===== src/rtl/ack_bus_sched.sv =====
// Bus acknowledge scheduler: fixed-priority or round-robin grant of a shared
// bus, with one-cycle turnaround between owners and an optional hold timeout.
//
// Ports:
//   clk, rst_n     clock, asynchronous active-low reset
//   req[N]         per-source level request (bit i = source ID i)
//   done[N]        per-source release strobe, honoured for the owner only
//   ack_ready[N]   registered one-hot grant (or zero)
//   winner_id      registered ID of current / most recent owner
//   ack_event      one-cycle pulse in the first cycle of each grant
//   busy           state is GRANT or TURN
//   timeout_evt    one-cycle pulse when a grant is revoked by timeout alone
module ack_bus_sched #(
  parameter int NUM_SRC     = 4,
  parameter int ID_W        = 2,
  parameter int MODE        = 0,
  parameter int TIMEOUT_CYC = 16
) (
  input  logic               clk,
  input  logic               rst_n,
  input  logic [NUM_SRC-1:0] req,
  input  logic [NUM_SRC-1:0] done,
  output logic [NUM_SRC-1:0] ack_ready,
  output logic [ID_W-1:0]    winner_id,
  output logic               ack_event,
  output logic               busy,
  output logic               timeout_evt
);

  localparam int CNT_W =
    (TIMEOUT_CYC > 0) ? $clog2(TIMEOUT_CYC + 1) : 1;
  localparam int TO_LAST_I =
    (TIMEOUT_CYC > 0) ? TIMEOUT_CYC - 1 : 0;
  localparam logic [CNT_W-1:0] TO_LAST =
    CNT_W'(TO_LAST_I);
  localparam logic [ID_W-1:0] LAST_ID =
    ID_W'(NUM_SRC - 1);

  typedef enum logic [1:0] {
    S_IDLE,
    S_GRANT,
    S_TURN
  } state_t;

  state_t r_state;
  state_t w_state_nxt;

  logic [NUM_SRC-1:0] r_ack;
  logic [NUM_SRC-1:0] w_ack_nxt;
  logic [ID_W-1:0]    r_id;
  logic [ID_W-1:0]    w_id_nxt;
  logic               r_evt;
  logic               w_evt_nxt;
  logic               r_to;
  logic               w_to_nxt;
  logic [ID_W-1:0]    r_ptr;
  logic [ID_W-1:0]    w_ptr_nxt;
  logic [CNT_W-1:0]   r_cnt;
  logic [CNT_W-1:0]   w_cnt_nxt;

  logic               w_found;
  logic [ID_W-1:0]    w_win;
  logic               w_own_req;
  logic               w_own_done;
  logic               w_to_hit;
  logic               w_rel;

  // Winner search. Round-robin walks upward from r_ptr with wrap.
  always_comb begin : win_sel
    logic [ID_W-1:0] v_idx;
    w_found = 1'b0;
    w_win   = '0;
    v_idx   = r_ptr;
    if (MODE == 0) begin
      for (int i = NUM_SRC - 1; i >= 0; i--) begin
        if (req[i]) begin
          w_found = 1'b1;
          w_win   = ID_W'(i);
        end
      end
    end else begin
      for (int k = 0; k < NUM_SRC; k++) begin
        if (!w_found && req[v_idx]) begin
          w_found = 1'b1;
          w_win   = v_idx;
        end
        v_idx = (v_idx == LAST_ID) ? '0 : v_idx + 1'b1;
      end
    end
  end

  assign w_own_req  = req[r_id];
  assign w_own_done = done[r_id];
  assign w_to_hit   = (TIMEOUT_CYC > 0) && (r_cnt == TO_LAST);
  assign w_rel      = w_own_done | ~w_own_req | w_to_hit;

  always_ff @(posedge clk or negedge rst_n) begin
    if (!rst_n) begin
      r_state <= S_IDLE;
    end else begin
      r_state <= w_state_nxt;
    end
  end

  always_comb begin
    w_state_nxt = r_state;
    w_ack_nxt   = r_ack;
    w_id_nxt    = r_id;
    w_evt_nxt   = 1'b0;
    w_to_nxt    = 1'b0;
    w_ptr_nxt   = r_ptr;
    w_cnt_nxt   = r_cnt;
    unique case (r_state)
      S_IDLE: begin
        if (w_found) begin
          w_state_nxt = S_GRANT;
          w_ack_nxt   = NUM_SRC'(1) << w_win;
          w_id_nxt    = w_win;
          w_evt_nxt   = 1'b1;
          w_cnt_nxt   = '0;
          w_ptr_nxt   = (w_win == LAST_ID) ? '0 : w_win + 1'b1;
        end
      end
      S_GRANT: begin
        if (w_rel) begin
          w_state_nxt = S_TURN;
          w_ack_nxt   = '0;
          // An owner-side release outranks a coincident timeout.
          w_to_nxt    = w_to_hit & w_own_req & ~w_own_done;
        end else if (r_cnt != '1) begin
          w_cnt_nxt = r_cnt + 1'b1;
        end
      end
      S_TURN: begin
        w_state_nxt = S_IDLE;
      end
      default: begin
        w_state_nxt = S_IDLE;
        w_ack_nxt   = '0;
      end
    endcase
  end

  always_ff @(posedge clk or negedge rst_n) begin
    if (!rst_n) begin
      r_ack <= '0;
      r_id  <= '0;
      r_evt <= 1'b0;
      r_to  <= 1'b0;
      r_ptr <= '0;
      r_cnt <= '0;
    end else begin
      r_ack <= w_ack_nxt;
      r_id  <= w_id_nxt;
      r_evt <= w_evt_nxt;
      r_to  <= w_to_nxt;
      r_ptr <= w_ptr_nxt;
      r_cnt <= w_cnt_nxt;
    end
  end

  assign ack_ready   = r_ack;
  assign winner_id   = r_id;
  assign ack_event   = r_evt;
  assign timeout_evt = r_to;
  assign busy        = (r_state != S_IDLE);

  a_onehot : assert property (
    @(posedge clk) disable iff (!rst_n)
    $onehot0(ack_ready)
  );

endmodule


===== config.mk =====
export PLATFORM = sky130hd
export DESIGN_NAME = ack_bus_sched
export DESIGN_NICKNAME = d
export VERILOG_FILES = /design/src/rtl/ack_bus_sched.sv
export SDC_FILE = /design/constraint.sdc
export NUM_CORES = 1
export LEC_CHECK = 0
export BUFFER_PORTS_ARGS = -buffer_cell sky130_fd_sc_hd__buf_2
export CORE_MARGIN = 5
export CORE_UTILIZATION = 50
export CTS_CLUSTER_SIZE = 8
export DETAILED_ROUTE_END_ITERATION = 12
export PLACE_DENSITY = 0.76
export SLEW_MARGIN = 20
export SYNTH_ARGS = -nofsm -noshare
export SYNTH_HDL_FRONTEND = slang
export SYNTH_SLANG_ARGS = --single-unit
export TNS_END_PERCENT = 10

===== constraint.sdc =====
create_clock -name clk -period 2.8 [get_ports clk]
set_input_delay 0 -clock clk [delete_from_list [all_inputs] [get_ports clk]]
set_output_delay 0 -clock clk [all_outputs]
set_load 0.01 [all_outputs]

==> results of run 1 <==
[worst max-delay path by stage]
stage | start | end | cells after the start
after floorplan | r_cnt[0]$_DFFE_PN0P_ | r_cnt[3]$_DFFE_PN0P_ | 7
after global routing | r_cnt[0]$_DFFE_PN0P_ | r_cnt[3]$_DFFE_PN0P_ | 7
after global placement | r_cnt[0]$_DFFE_PN0P_ | r_cnt[3]$_DFFE_PN0P_ | 7
after CTS | r_cnt[0]$_DFFE_PN0P_ | r_cnt[3]$_DFFE_PN0P_ | 7
final | r_cnt[0]$_DFFE_PN0P_ | r_cnt[3]$_DFFE_PN0P_ | 7
after detailed placement | r_cnt[0]$_DFFE_PN0P_ | r_cnt[1]$_DFFE_PN0P_ | 7
[flip-flops by register name (all words and copies together), names as in the netlist]
signal	cells
r_cnt	5
ack_ready	4
r_state	2
winner_id	2
ack_event	1
timeout_evt	1
[per-stage QoR]
stage,setup WS [ns],utilization,area [sq um]
detailed placement,0.633,0.592,882
CTS,0.613,0.624,928
finish,0.611,0.624,928
floorplan,0.745,-,772
global route,0.501,0.624,928
global placement,0.690,0.592,882
[cell families after synthesis]
logic type | count (synthesis) | share of synthesized area
compound gates | 18 | 0.203
fa+ha+maj | 3 | 0.0486
buf+inv | 4 | 0.0194
flops | 15 | 0.486
mux | 1 | 0.0292
simple gates | 32 | 0.214
[cells in the mapped netlist (all sizes together)]
cell type	count
dfrtp	15
nor2	11
nand2b	6
a32o	4
inv	4
nand2	4
ha	3
a21o	2
a22o	2
nor2b	2
nor4	2
o21a	2
o21ai	2
or4	2
a211o	1
a221oi	1
a2bb2oi	1
and2	1
and3	1
mux4	1
nand3	1
nor3	1
o211ai	1
o311ai	1
o32ai	1
or3b	1
[routing by layer]
| layer | vias up | track usage | share of wire |
|---|---|---|---|
| met5 | - | 0 | 0 |
| met4 | 0 | 0.0807 | 0.022 |
| met3 | 4 | 0.0489 | 0.050 |
| met2 | 13 | 0.245 | 0.46 |
| met1 | 305 | 0.202 | 0.47 |
| li1 | 319 | - | - |
[power by group through the flow]
stage / Sequential (mW) / Clock, mW / Combinational, mW
after CTS: 0.323 / 0.131 / 0.345
after detailed placement: 0.327 / 0 / 0.342
after global routing: 0.334 / 0.145 / 0.386
after floorplan: 0.338 / 0 / 0.219
final: 0.322 / 0.126 / 0.342
after global placement: 0.323 / 0 / 0.337
[repair_timing]
item,CTS,global route
hold buffers,2,0
endpoints found under the hold margin,16,0
resized for setup,0,0
setup endpoints to repair,0,0
[cell type report]
class | count | area [sq um] | share of cell area
Clock buffer | 4 | 26.3 | 0.0283
Inverter | 4 | 15.0 | 0.0162
Multi-Input combinational cell | 54 | 382 | 0.411
Sequential cell | 15 | 375 | 0.404
Tap cell | 16 | 20.0 | 0.0216
Timing Repair Buffer | 20 | 110 | 0.119
==> results_tabular.tex, run 1 <==
\begin{tabular}{lr}
\hline
Metric & Value \\
\hline
\multicolumn{2}{l}{\textbf{Power and ir drop}} \\
\quad Switch Pwr & 0.312 mW \\
\quad Comb pwr share & 0.433 \\
\quad Cell Pwr Density & 852 mW/mm\^{}2 \\
\quad Cell Int Power & 0.479 mW \\
\quad Switching Share & 0.395 \\
\quad Clock share of power & 0.160 \\
\quad Worst vdd rail ir drop & 508 uV \\
\quad Sequential fraction of design power & 0.407 \\
\quad Overall power of the completed layout & 0.791 mW \\
\quad Leakage & 0.474 nW \\
\multicolumn{2}{l}{\textbf{Setup path}} \\
\quad Slowest library cell on the worst path & sky130\_fd\_sc\_hd\_\_or4\_1 \\
\quad Worst R2R End & r\_cnt[3]\$\_DFFE\_PN0P\_ \\
\quad Crit. End Element & flop \\
\quad Register-to-register setup slack & 0.61 ns \\
\quad Critical path's top delay family & simple AND/OR/NAND/NOR gates \\
\quad CP Launch Type & flop \\
\quad Dominant cell type by count on the critical path & sky130\_fd\_sc\_hd\_\_ha\_1 \\
\quad Cell count of the worst reg-to-reg path & 7 \\
\quad Data arrival, critical path & 2.42 ns \\
\quad Cells traversed along the worst timing path & ha\_1 > and3\_1 > ha\_1 > or3b\_1 > or4\_1 > a2bb2oi\_1 > nand2\_1 \\
\quad Worst setup path category & flop to flop \\
\quad Buffers \& Inverters on Critical Path & 0 \\
\quad Reg-to-Reg Start & r\_cnt[0]\$\_DFFE\_PN0P\_ \\
\quad Delay of the slowest cell on the worst path & 0.49 ns \\
\quad Worst-path fanout max & 4 \\
\quad Required arrival time at the worst endpoint & 3.03 ns \\
\multicolumn{2}{l}{\textbf{Finish}} \\
\quad Most common library cell in the layout ignoring fill and taps & sky130\_fd\_sc\_hd\_\_buf\_2 \\
\quad Number of standard cells in the final layout excluding fillers & 113 \\
\quad Synth-to-layout area growth & 20.3\% \\
\quad Commonest cells after routing, fill and taps aside & 18 x sky130\_fd\_sc\_hd\_\_buf\_2, 15 x sky130\_fd\_sc\_hd\_\_dfrtp\_1, 11 x sky130\_fd\_sc\_hd\_\_nor2\_1 \\
\quad Fraction of layout instances using a drive strength above 1 & 0.237 \\
\quad Antenna fix cells & 0 \\
\quad Filler cell count & 135 \\
\quad Fin nets & 111 \\
\multicolumn{2}{l}{\textbf{Logic synthesis}} \\
\quad Cell count after synthesis & 73 \\
\quad Top post-synthesis cells by area & sky130\_fd\_sc\_hd\_\_dfrtp\_1 49\%, sky130\_fd\_sc\_hd\_\_nor2\_1 5.3\%, sky130\_fd\_sc\_hd\_\_a32o\_1 5.2\% \\
\quad Sequential element share of the synthesized area & 0.486 \\
\quad Total number of yosys warnings & 0 \\
\quad Post-synthesis instance area & 772 sq um \\
\quad Synth cell types & 26 \\
\quad Register bit count reported by yosys & 15 \\
\quad Cell accounting for the most synthesized area & sky130\_fd\_sc\_hd\_\_dfrtp\_1 \\
\quad Synthesized net count & 86 \\
\quad Synthesized area per cell & 10.6 sq um \\
\quad Top cell type's share of synthesized area & 0.486 \\
\multicolumn{2}{l}{\textbf{Drt}} \\
\quad Vias after detailed routing & 641 \\
\quad Drt first pass iters & 4 \\
\quad Violation count after the first detailed-routing iteration & 10 \\
\quad Remaining number of nets flagged by the antenna check after routing & 0 \\
\quad DRC violations left & 0 \\
\quad Mean number of vias per cell & 5.67 \\
\quad Routed Wire Length & 1620 um \\
\quad WL per Instance & 14.3 um \\
\multicolumn{2}{l}{\textbf{Floorplanning}} \\
\quad Area of the core & 0.00149 sq mm \\
\quad Top-level I/O count & 19 \\
\quad Total Die Area & 0.00243 sq mm \\
\quad Num rows & 14 \\
\quad Die extent in x & 49.3 um \\
\quad Initial core utilization & 0.518 \\
\quad Die span in y & 49.3 um \\
\multicolumn{2}{l}{\textbf{Clocking}} \\
\quad TritonCTS clock tree & done \\
\quad Clock transition at the register clock pins on the worst setup and hold paths after CTS & 0.09 ns \\
\quad Postcts setup bufs & 0 \\
\quad Worst skew pair latency & 0.29 ns \\
\quad CTS Sinks & 15 \\
\quad CTS H-Tree Depth & 1 \\
\quad Root buffer cell & sky130\_fd\_sc\_hd\_\_clkbuf\_4 \\
\quad CTS Buf Count & 3 \\
\quad Maximum root-to-sink buffer count & 2 \\
\multicolumn{2}{l}{\textbf{STA}} \\
\quad Final Skew & 0.00239 ns \\
\quad Crit share post-route & 0.782 \\
\quad Maximum achievable frequency & 457 MHz \\
\quad WHS & 0.0263 ns \\
\quad Final Slew Violations & 0 \\
\quad RSZ-0062 raised after global routing & no \\
\quad Final setup fails & 0 \\
\quad Final critical path time including I/O delays and setup & 2.19 ns \\
\quad Setup TNS after final layout & 0 ns \\
\quad Worst Tran Pin Value & 0.481 ns \\
\quad Relative max-transition margin & 0.677 \\
\quad Hold Vio Cnt, Final & 0 \\
\multicolumn{2}{l}{\textbf{Global route}} \\
\quad Antenna violations before repair & 0 \\
\quad Maximum number of pins on one net before global-route repair & 16 \\
\quad Congestion Overflow GR & 0 \\
\quad Global-route wire length before repair & 3060 um \\
\quad Global-route usage over all layers & 0.160 \\
\quad Vias in the first global route & 662 \\
\multicolumn{2}{l}{\textbf{Min path}} \\
\quad HP Class & input pin to flop \\
\quad Launch point of the worst hold path & req[3] \\
\quad Worst-case hold path end point & ack\_ready[3]\$\_DFFE\_PN0P\_ \\
\quad Number of cells on the worst hold path & 2 \\
\multicolumn{2}{l}{\textbf{Placement}} \\
\quad Placed cell count & 107 \\
\quad Dpl hpwl & 1210 um \\
\quad Number of port buffers & 18 \\
\quad Weighted congestion at the end of routability-driven global placement & 0.788 \\
\multicolumn{2}{l}{\textbf{Job}} \\
\quad Count of maximum capacitance violations & 0 \\
\multicolumn{2}{l}{\textbf{Status}} \\
\quad Status & finished clean \\
\hline
\end{tabular}
Power figures use the tool's default switching activity.
==> run 2: changes to the inputs <==
- ABC_AREA: unset -> 1
- CORE_ASPECT_RATIO: unset -> 1.2
- CORE_UTILIZATION: 50 -> 46
- PLACE_DENSITY: 0.76 -> 0.72
- clock period: 2.8 -> 1.85 ns (I/O delays scaled with it)
==> results_tabular.tex, run 2 <==
\begin{tabular}{lr}
\hline
Metric & Value \\
\hline
\multicolumn{2}{l}{\textbf{Drt}} \\
\quad WL per Instance & 10.8 um (-25\%) \\
\quad Violation count after the first detailed-routing iteration & 22 (+12) \\
\quad Vias after detailed routing & 702 (+9.5\%) \\
\quad Remaining number of nets flagged by the antenna check after routing & 0 (unchanged) \\
\quad Mean number of vias per cell & 4.84 (-15\%) \\
\quad DRC violations left & 0 (unchanged) \\
\quad Routed Wire Length & 1560 um (-3.5\%) \\
\quad Drt first pass iters & 4 (unchanged) \\
\multicolumn{2}{l}{\textbf{Global route}} \\
\quad Vias in the first global route & 664 (+0.30\%) \\
\quad Antenna violations before repair & 0 (unchanged) \\
\quad Congestion Overflow GR & 0 (unchanged) \\
\quad Maximum number of pins on one net before global-route repair & 16 (unchanged) \\
\quad Global-route wire length before repair & 2730 um (-11\%) \\
\quad Global-route usage over all layers & 0.127 (-0.0335) \\
\multicolumn{2}{l}{\textbf{STA}} \\
\quad Hold Vio Cnt, Final & 0 (unchanged) \\
\quad Maximum achievable frequency & 640 MHz (+40\%) \\
\quad Worst Tran Pin Value & 0.339 ns (-0.141 ns) \\
\quad Final setup fails & 0 (unchanged) \\
\quad WHS & 0.101 ns (+0.0744 ns) \\
\quad Final Skew & 0.00808 ns (+0.00570 ns) \\
\quad Crit share post-route & 0.844 (+0.0623) \\
\quad Relative max-transition margin & 0.774 (+0.0972) \\
\quad Setup TNS after final layout & 0 ns (unchanged) \\
\quad Final critical path time including I/O delays and setup & 1.56 ns (-0.627 ns) \\
\quad Final Slew Violations & 0 (unchanged) \\
\quad RSZ-0062 raised after global routing & no \\
\quad Setup slack after layout & 0.289 ns (-0.323 ns) \\
\multicolumn{2}{l}{\textbf{Setup path}} \\
\quad Data arrival, critical path & 1.74 ns (-0.68 ns) \\
\quad Crit. End Element & flop \\
\quad Worst setup path category & flop to flop \\
\quad CP Launch Type & flop \\
\quad Cells traversed along the worst timing path & ha\_1 > nand2\_1 > nor2\_1 > ha\_1 > inv\_1 > nand3\_2 > nand2\_4 > nand2\_4 > nand2\_1 > nand2\_1 \\
\quad Slowest library cell on the worst path & sky130\_fd\_sc\_hd\_\_dfrtp\_1 \\
\quad Dominant cell type by count on the critical path & sky130\_fd\_sc\_hd\_\_nand2\_1 \\
\quad Delay of the slowest cell on the worst path & 0.42 ns (-0.07 ns) \\
\quad Required arrival time at the worst endpoint & 2.03 ns (-1.00 ns) \\
\quad Worst-path fanout max & 7 (+3) \\
\multicolumn{2}{l}{\textbf{Finish}} \\
\quad Fraction of layout instances using a drive strength above 1 & 0.291 (+0.0542) \\
\quad Most common library cell in the layout ignoring fill and taps & sky130\_fd\_sc\_hd\_\_nand2\_1 \\
\quad Biggest register & r\_cnt \\
\quad Max FFs per register & 5 (unchanged) \\
\quad Fin nets & 141 (+27\%) \\
\quad Cell area after layout & 991 sq um (+6.7\%) \\
\quad Multi-input gate area in the final layout & 388 sq um (+1.6\%) \\
\quad Synth-to-layout area growth & 19.3\% \\
\quad Sequential standard cell area & 375 sq um (unchanged) \\
\quad Filler cell count & 164 (+21\%) \\
\quad Antenna fix cells & 0 (unchanged) \\
\quad Commonest cells after routing, fill and taps aside & 27 x sky130\_fd\_sc\_hd\_\_nand2\_1, 18 x sky130\_fd\_sc\_hd\_\_buf\_2, 15 x sky130\_fd\_sc\_hd\_\_dfrtp\_1 \\
\multicolumn{2}{l}{\textbf{Clocking}} \\
\quad Maximum root-to-sink buffer count & 2 (unchanged) \\
\quad Root buffer cell & sky130\_fd\_sc\_hd\_\_clkbuf\_4 \\
\quad TritonCTS clock tree & done \\
\quad Postcts setup bufs & 0 (unchanged) \\
\quad Worst skew pair latency & 0.29 ns (about the same) \\
\quad CTS Buf Count & 3 (unchanged) \\
\quad Clock transition at the register clock pins on the worst setup and hold paths after CTS & 0.09 ns (about the same) \\
\quad CTS H-Tree Depth & 1 (unchanged) \\
\quad Post-cts resize count & 0 (unchanged) \\
\quad CTS Sinks & 15 (unchanged) \\
\multicolumn{2}{l}{\textbf{Floorplanning}} \\
\quad Total Die Area & 0.00276 sq mm (+14\%) \\
\quad Initial core utilization & 0.494 (-0.0244) \\
\quad Area of the core & 0.00168 sq mm (+13\%) \\
\quad Num rows & 16 (+2) \\
\quad Die span in y & 56.6 um (+15\%) \\
\quad Die extent in x & 48.8 um (-1.0\%) \\
\quad Top-level I/O count & 19 (unchanged) \\
\multicolumn{2}{l}{\textbf{Power and ir drop}} \\
\quad Switch Pwr & 0.583 mW (+87\%) \\
\quad Sequential fraction of design power & 0.374 (-0.033) \\
\quad Leakage & 0.562 nW (+19\%) \\
\quad Comb pwr share & 0.482 (+0.049) \\
\quad Switching Share & 0.445 (+0.0498) \\
\quad Cell Int Power & 0.729 mW (+52\%) \\
\quad Clock share of power & 0.144 (-0.016) \\
\quad Cell Pwr Density & 1320 mW/mm\^{}2 (+55\%) \\
\quad Worst vdd rail ir drop & 660 uV (+30\%) \\
\multicolumn{2}{l}{\textbf{Logic synthesis}} \\
\quad Cell count after synthesis & 103 (+41\%) \\
\quad Cell accounting for the most synthesized area & sky130\_fd\_sc\_hd\_\_dfrtp\_1 \\
\quad Sequential element share of the synthesized area & 0.452 (-0.0344) \\
\quad Post-synthesis instance area & 831 sq um (+7.6\%) \\
\quad Synthesized net count & 116 (+35\%) \\
\quad Main flop type after synthesis & sky130\_fd\_sc\_hd\_\_dfrtp\_1 \\
\quad Total number of yosys warnings & 0 (unchanged) \\
\quad Synthesized area per cell & 8.07 sq um (-24\%) \\
\quad Top post-synthesis cells by area & sky130\_fd\_sc\_hd\_\_dfrtp\_1 45\%, sky130\_fd\_sc\_hd\_\_nand2\_1 12\%, sky130\_fd\_sc\_hd\_\_nand3\_1 6.6\% \\
\quad Top cells by instance count after synthesis & 27 x sky130\_fd\_sc\_hd\_\_nand2\_1, 15 x sky130\_fd\_sc\_hd\_\_dfrtp\_1, 13 x sky130\_fd\_sc\_hd\_\_inv\_1, 11 x sky130\_fd\_sc\_hd\_\_nand3\_1, 11 x sky130\_fd\_sc\_hd\_\_nor2\_1 \\
\quad Async S/R FF share, synth & 1.00 (unchanged) \\
\quad Synth cell types & 21 (-19\%) \\
\quad Top cell type's share of synthesized area & 0.452 (-0.0344) \\
\quad Register bit count reported by yosys & 15 (unchanged) \\
\quad Count of flip-flops with a built-in enable after synthesis & 0 (unchanged) \\
\quad Most used standard cell by instance count after synthesis & sky130\_fd\_sc\_hd\_\_nand2\_1 \\
\multicolumn{2}{l}{\textbf{Min path}} \\
\quad HP Class & input pin to flop \\
\multicolumn{2}{l}{\textbf{Placement}} \\
\quad Weighted congestion at the end of routability-driven global placement & 0.892 (+13\%) \\
\quad Number of port buffers & 18 (unchanged) \\
\quad Dpl hpwl & 1250 um (+3.7\%) \\
\quad Worst slack, placed & 0.304 ns (-0.329 ns) \\
\quad Total placed instance area & 943 sq um (+7.0\%) \\
\multicolumn{2}{l}{\textbf{Job}} \\
\quad Count of maximum capacitance violations & 0 (unchanged) \\
\multicolumn{2}{l}{\textbf{Status}} \\
\quad Status & finished clean \\
\hline
\end{tabular}
[run 2: changes by cell type in the layout (fill, tap and decap cells not counted), sizes merged, moves of 4 or more]
cell | before | now
inv | 4 | 17
nand2 | 4 | 32
nand2b | 6 | 0
a32o | 4 | 0
nand3 | 1 | 14
[run 2: cells by family after synthesis]
kind of cell             Yosys count  share of synthesized area
AND/OR/NAND/NOR                   61                      0.361
buffers and inverters             18                     0.0813
adder cells (fa/ha/maj)            3                     0.0452
AO/OA/AOI/OAI                      5                     0.0497
XOR/XNOR                           1                     0.0105
flip-flops                        15                      0.452
[run 2: final timing paths]
kind / depth (start not counted) / startpoint / slack (ns) / to
worst max-delay path: 10 / r_cnt[0]$_DFFE_PN0P_ / 0.29 / r_cnt[0]$_DFFE_PN0P_
min in group asynchronous: 2 / rst_n / 0.13 / ack_ready[0]$_DFFE_PN0P_
worst min register to register: 2 / ack_ready[2]$_DFFE_PN0P_ / 0.47 / ack_ready[2]$_DFFE_PN0P_
max in group asynchronous: 2 / rst_n / 1.46 / r_cnt[0]$_DFFE_PN0P_
worst min-delay path: 5 / req[1] / 0.10 / ack_ready[1]$_DFFE_PN0P_
worst max register to register: 10 / r_cnt[0]$_DFFE_PN0P_ / 0.29 / r_cnt[0]$_DFFE_PN0P_
[run 2: timing repair]
action,4_1_cts,5_1_grt
hold buffers,2,0
endpoints found under the hold margin,16,0
endpoints found under the setup margin,0,0
[run 2: metrics by stage]
step / instances / utilization / power (mW)
after floorplan: 103 / - / 0.965
after global placement: 139 / 0.561 / 1.13
after detailed placement: 139 / 0.561 / 1.14
after CTS: 145 / 0.589 / 1.33
after global routing: 145 / 0.589 / 1.43
final: 145 / 0.589 / 1.31
[run 2: area by class of cell]
| type | instances | area share |
|---|---|---|
| clock buffer | 3 | 0.0227 |
| clock inverter | 1 | 0.00505 |
| inverter | 18 | 0.0682 |
| multi-input combinational | 70 | 0.391 |
| sequential | 15 | 0.379 |
| tap | 18 | 0.0227 |
| timing repair buffer | 20 | 0.111 |
[run 2: routing by layer]
metal  global-route usage  part of all wire  vias up
met3               0.0344             0.060        5
met2                0.216              0.50       24
met5                    0                 0        -
li1                     -                 -      365
met4               0.0808             0.024        0
met1                0.135              0.42      308
[run 2: worst max-delay path, delay by kind of cell, from the launching register on]
family / cells / cell delay, ns
adders and majority gates: 2 / 0.41
buffers and inverters: 1 / 0.10
and+or+nand+nor: 7 / 0.54
DFF: 1 / 0.42
[run 2: power groups by stage]
stage / Sequential (mW) / Clock (mW) / Combinational, mW
after global routing: 0.507 / 0.214 / 0.711
after detailed placement: 0.499 / 0 / 0.638
final: 0.491 / 0.189 / 0.632
after global placement: 0.495 / 0 / 0.630
after floorplan: 0.520 / 0 / 0.445
after CTS: 0.493 / 0.194 / 0.642
==> run 3: changes to the inputs <==
- clock period: 1.85 -> 1.4 ns (I/O delays scaled with it)
==> results_tabular.tex, run 3 (same netlist as run 2, synthesis figures left out) <==
\begin{tabular}{lr}
\hline
Metric & Value \\
\hline
\multicolumn{2}{l}{\textbf{Status}} \\
\quad Status & finished, violations left \\
\quad Violations in the final reports & negative setup slack \\
\multicolumn{2}{l}{\textbf{Finish}} \\
\quad Most common library cell in the layout ignoring fill and taps & sky130\_fd\_sc\_hd\_\_nand2\_1 \\
\quad Sequential standard cell area & 375 sq um (unchanged) \\
\quad Filler cell count & 156 (-4.9\%) \\
\quad Multi-input gate area in the final layout & 435 sq um (+12\%) \\
\quad Antenna fix cells & 0 (unchanged) \\
\quad Commonest cells after routing, fill and taps aside & 25 x sky130\_fd\_sc\_hd\_\_nand2\_1, 18 x sky130\_fd\_sc\_hd\_\_buf\_2, 15 x sky130\_fd\_sc\_hd\_\_dfrtp\_1 \\
\quad Biggest register & r\_cnt \\
\quad Fin nets & 145 (+2.8\%) \\
\quad Fraction of layout instances using a drive strength above 1 & 0.366 (+0.0751) \\
\quad Synth-to-layout area growth & 28.9\% \\
\quad Max FFs per register & 5 (unchanged) \\
\multicolumn{2}{l}{\textbf{Floorplanning}} \\
\quad Area of the core & 0.00168 sq mm (unchanged) \\
\quad Initial core utilization & 0.494 (unchanged) \\
\quad Total Die Area & 0.00276 sq mm (unchanged) \\
\quad Num rows & 16 (unchanged) \\
\quad Die span in y & 56.6 um (unchanged) \\
\quad Die extent in x & 48.8 um (unchanged) \\
\quad Top-level I/O count & 19 (unchanged) \\
\multicolumn{2}{l}{\textbf{Clocking}} \\
\quad Worst skew pair latency & 0.28 ns (about the same) \\
\quad Maximum root-to-sink buffer count & 2 (unchanged) \\
\quad CTS Buf Count & 3 (unchanged) \\
\quad Clock transition at the register clock pins on the worst setup and hold paths after CTS & 0.09 ns (about the same) \\
\quad CTS H-Tree Depth & 1 (unchanged) \\
\quad Root buffer cell & sky130\_fd\_sc\_hd\_\_clkbuf\_4 \\
\quad CTS Sinks & 15 (unchanged) \\
\quad TritonCTS clock tree & done \\
\multicolumn{2}{l}{\textbf{STA}} \\
\quad Final Skew & 0.00306 ns (-0.00502 ns) \\
\quad Hold Vio Cnt, Final & 0 (unchanged) \\
\quad Worst Tran Pin Value & 0.330 ns (-0.00893 ns) \\
\quad Maximum achievable frequency & 704 MHz (+9.9\%) \\
\quad Relative max-transition margin & 0.780 (+0.00595) \\
\quad Final critical path time including I/O delays and setup & 1.42 ns (-0.141 ns) \\
\quad RSZ-0062 raised after global routing & yes \\
\quad Setup slack after layout & -0.0203 ns (-0.309 ns) \\
\quad Final setup fails & 5 (+5) \\
\quad Final Slew Violations & 0 (unchanged) \\
\quad Crit share post-route & 1.01 (+0.170) \\
\multicolumn{2}{l}{\textbf{Power and ir drop}} \\
\quad Leakage & 0.582 nW (+3.6\%) \\
\quad Overall power of the completed layout & 1.85 mW (+41\%) \\
\quad Worst vdd rail ir drop & 758 uV (+15\%) \\
\quad Cell Pwr Density & 1730 mW/mm\^{}2 (+30\%) \\
\multicolumn{2}{l}{\textbf{Setup path}} \\
\quad Worst-path fanout max & 6 (-1) \\
\quad Worst R2R End & r\_cnt[4]\$\_DFFE\_PN0P\_ \\
\quad Required arrival time at the worst endpoint & 1.58 ns (-0.45 ns) \\
\quad Cell count of the worst reg-to-reg path & 8 (-2) \\
\quad Data arrival, critical path & 1.60 ns (-0.14 ns) \\
\quad Crit. End Element & flop \\
\quad Reg-to-Reg Start & r\_cnt[0]\$\_DFFE\_PN0P\_ \\
\quad Register-to-register setup slack & -0.02 ns (-0.31 ns) \\
\quad CP Launch Type & flop \\
\quad Worst setup path category & flop to flop \\
\multicolumn{2}{l}{\textbf{Min path}} \\
\quad Number of cells on the worst hold path & 5 (unchanged) \\
\quad Worst-case hold path end point & ack\_ready[1]\$\_DFFE\_PN0P\_ \\
\quad Launch point of the worst hold path & req[1] \\
\quad HP Class & input pin to flop \\
\multicolumn{2}{l}{\textbf{Placement}} \\
\quad Worst slack, placed & -0.0658 ns (-0.370 ns) \\
\quad Number of port buffers & 18 (unchanged) \\
\quad Weighted congestion at the end of routability-driven global placement & 0.779 (-13\%) \\
\quad Dpl hpwl & 1280 um (+1.8\%) \\
\multicolumn{2}{l}{\textbf{Drt}} \\
\quad Routed Wire Length & 1690 um (+8.3\%) \\
\quad WL per Instance & 11.3 um (+5.4\%) \\
\quad Violation count after the first detailed-routing iteration & 5 (-77\%) \\
\quad Remaining number of nets flagged by the antenna check after routing & 0 (unchanged) \\
\quad Drt first pass iters & 2 (-2) \\
\quad DRC violations left & 0 (unchanged) \\
\quad Vias after detailed routing & 746 (+6.3\%) \\
\quad Mean number of vias per cell & 5.01 (+3.4\%) \\
\multicolumn{2}{l}{\textbf{Global route}} \\
\quad Global-route wire length before repair & 3050 um (+12\%) \\
\quad Maximum number of pins on one net before global-route repair & 16 (unchanged) \\
\quad Global-route usage over all layers & 0.138 (+0.0114) \\
\quad Congestion Overflow GR & 0 (unchanged) \\
\quad Antenna violations before repair & 0 (unchanged) \\
\quad Vias in the first global route & 760 (+14\%) \\
\multicolumn{2}{l}{\textbf{Job}} \\
\quad Count of maximum capacitance violations & 0 (unchanged) \\
\hline
\end{tabular}
==> run 3: changes by cell type in the layout (fill, tap and decap cells not counted), sizes merged <==
cell and delta:
buf +4
==> run 3: metal layers <==
| layer | up-vias | share of wire | routed length, um | global-route usage |
|---|---|---|---|---|
| met3 | 6 | 0.072 | 121 | 0.0397 |
| li1 | 376 | - | - | - |
| met2 | 22 | 0.48 | 818 | 0.237 |
| met4 | 0 | 0.031 | 53 | 0.0885 |
| met1 | 342 | 0.41 | 694 | 0.144 |
| met5 | - | 0 | 0 | 0 |
==> run 3: worst max-delay path by stage <==
stage | slack (ns) | endpoint | startpoint
floorplan | 0.02 | r_cnt[0]$_DFFE_PN0P_ | r_cnt[0]$_DFFE_PN0P_
global placement | -0.02 | r_cnt[3]$_DFFE_PN0P_ | r_cnt[1]$_DFFE_PN0P_
detailed placement | -0.07 | r_cnt[3]$_DFFE_PN0P_ | r_cnt[0]$_DFFE_PN0P_
CTS | -0.04 | r_cnt[3]$_DFFE_PN0P_ | r_cnt[1]$_DFFE_PN0P_
global route | -0.1 | r_cnt[4]$_DFFE_PN0P_ | r_cnt[0]$_DFFE_PN0P_
finish | -0.02 | r_cnt[4]$_DFFE_PN0P_ | r_cnt[0]$_DFFE_PN0P_
==> run 3: layout make-up <==
class | count | share of cell area
Clock buffer | 3 | 0.0210
Clock inverter | 1 | 0.00467
Inverter | 18 | 0.0654
Multi-Input combinational cell | 70 | 0.407
Sequential cell | 15 | 0.350
Tap cell | 18 | 0.0210
Timing Repair Buffer | 24 | 0.131
==> run 3: power by group <==
group	internal (mW)	total [mW]	switching (mW)
clock network	0.106	0.246	0.140
logic	0.366	0.959	0.593
registers	0.560	0.645	0.0853
total	1.03	1.85	0.818
==> run 3: through the flow <==
stage / setup TNS [ns] / instances / instance area, sq um / utilization / hold WS (ns)
finish: -0.0810 / 149 / 1070 / 0.637 / 0.110
global route: -0.827 / 149 / 1070 / 0.637 / 0.169
CTS: -0.192 / 148 / 1050 / 0.625 / 0.108
detailed placement: -0.314 / 141 / 963 / 0.573 / -0.0745
global placement: -0.0817 / 141 / 963 / 0.573 / -0.0747
floorplan: 0 / 103 / 836 / - / -0.296
==> run 3: worst max-delay path, cell delays in order (launching register included) <==
cell and delay (ns):
sky130_fd_sc_hd__dfrtp_1 0.39, sky130_fd_sc_hd__ha_2 0.19, sky130_fd_sc_hd__nand2_2 0.09, sky130_fd_sc_hd__nor2_4 0.05
sky130_fd_sc_hd__ha_4 0.16, sky130_fd_sc_hd__o21ai_4 0.22, sky130_fd_sc_hd__nand2_4 0.10, sky130_fd_sc_hd__nand2_1 0.06
sky130_fd_sc_hd__nand2_1 0.05
==> run 3: repair_timing <==
action                                 in CTS  in global routing
pin swaps                                   6                  4
hold buffers                                2                  0
setup buffers                               1                  1
gates resized for setup                     6                  3
setup endpoints to repair                   9                 10
endpoints found under the hold margin      16                  0
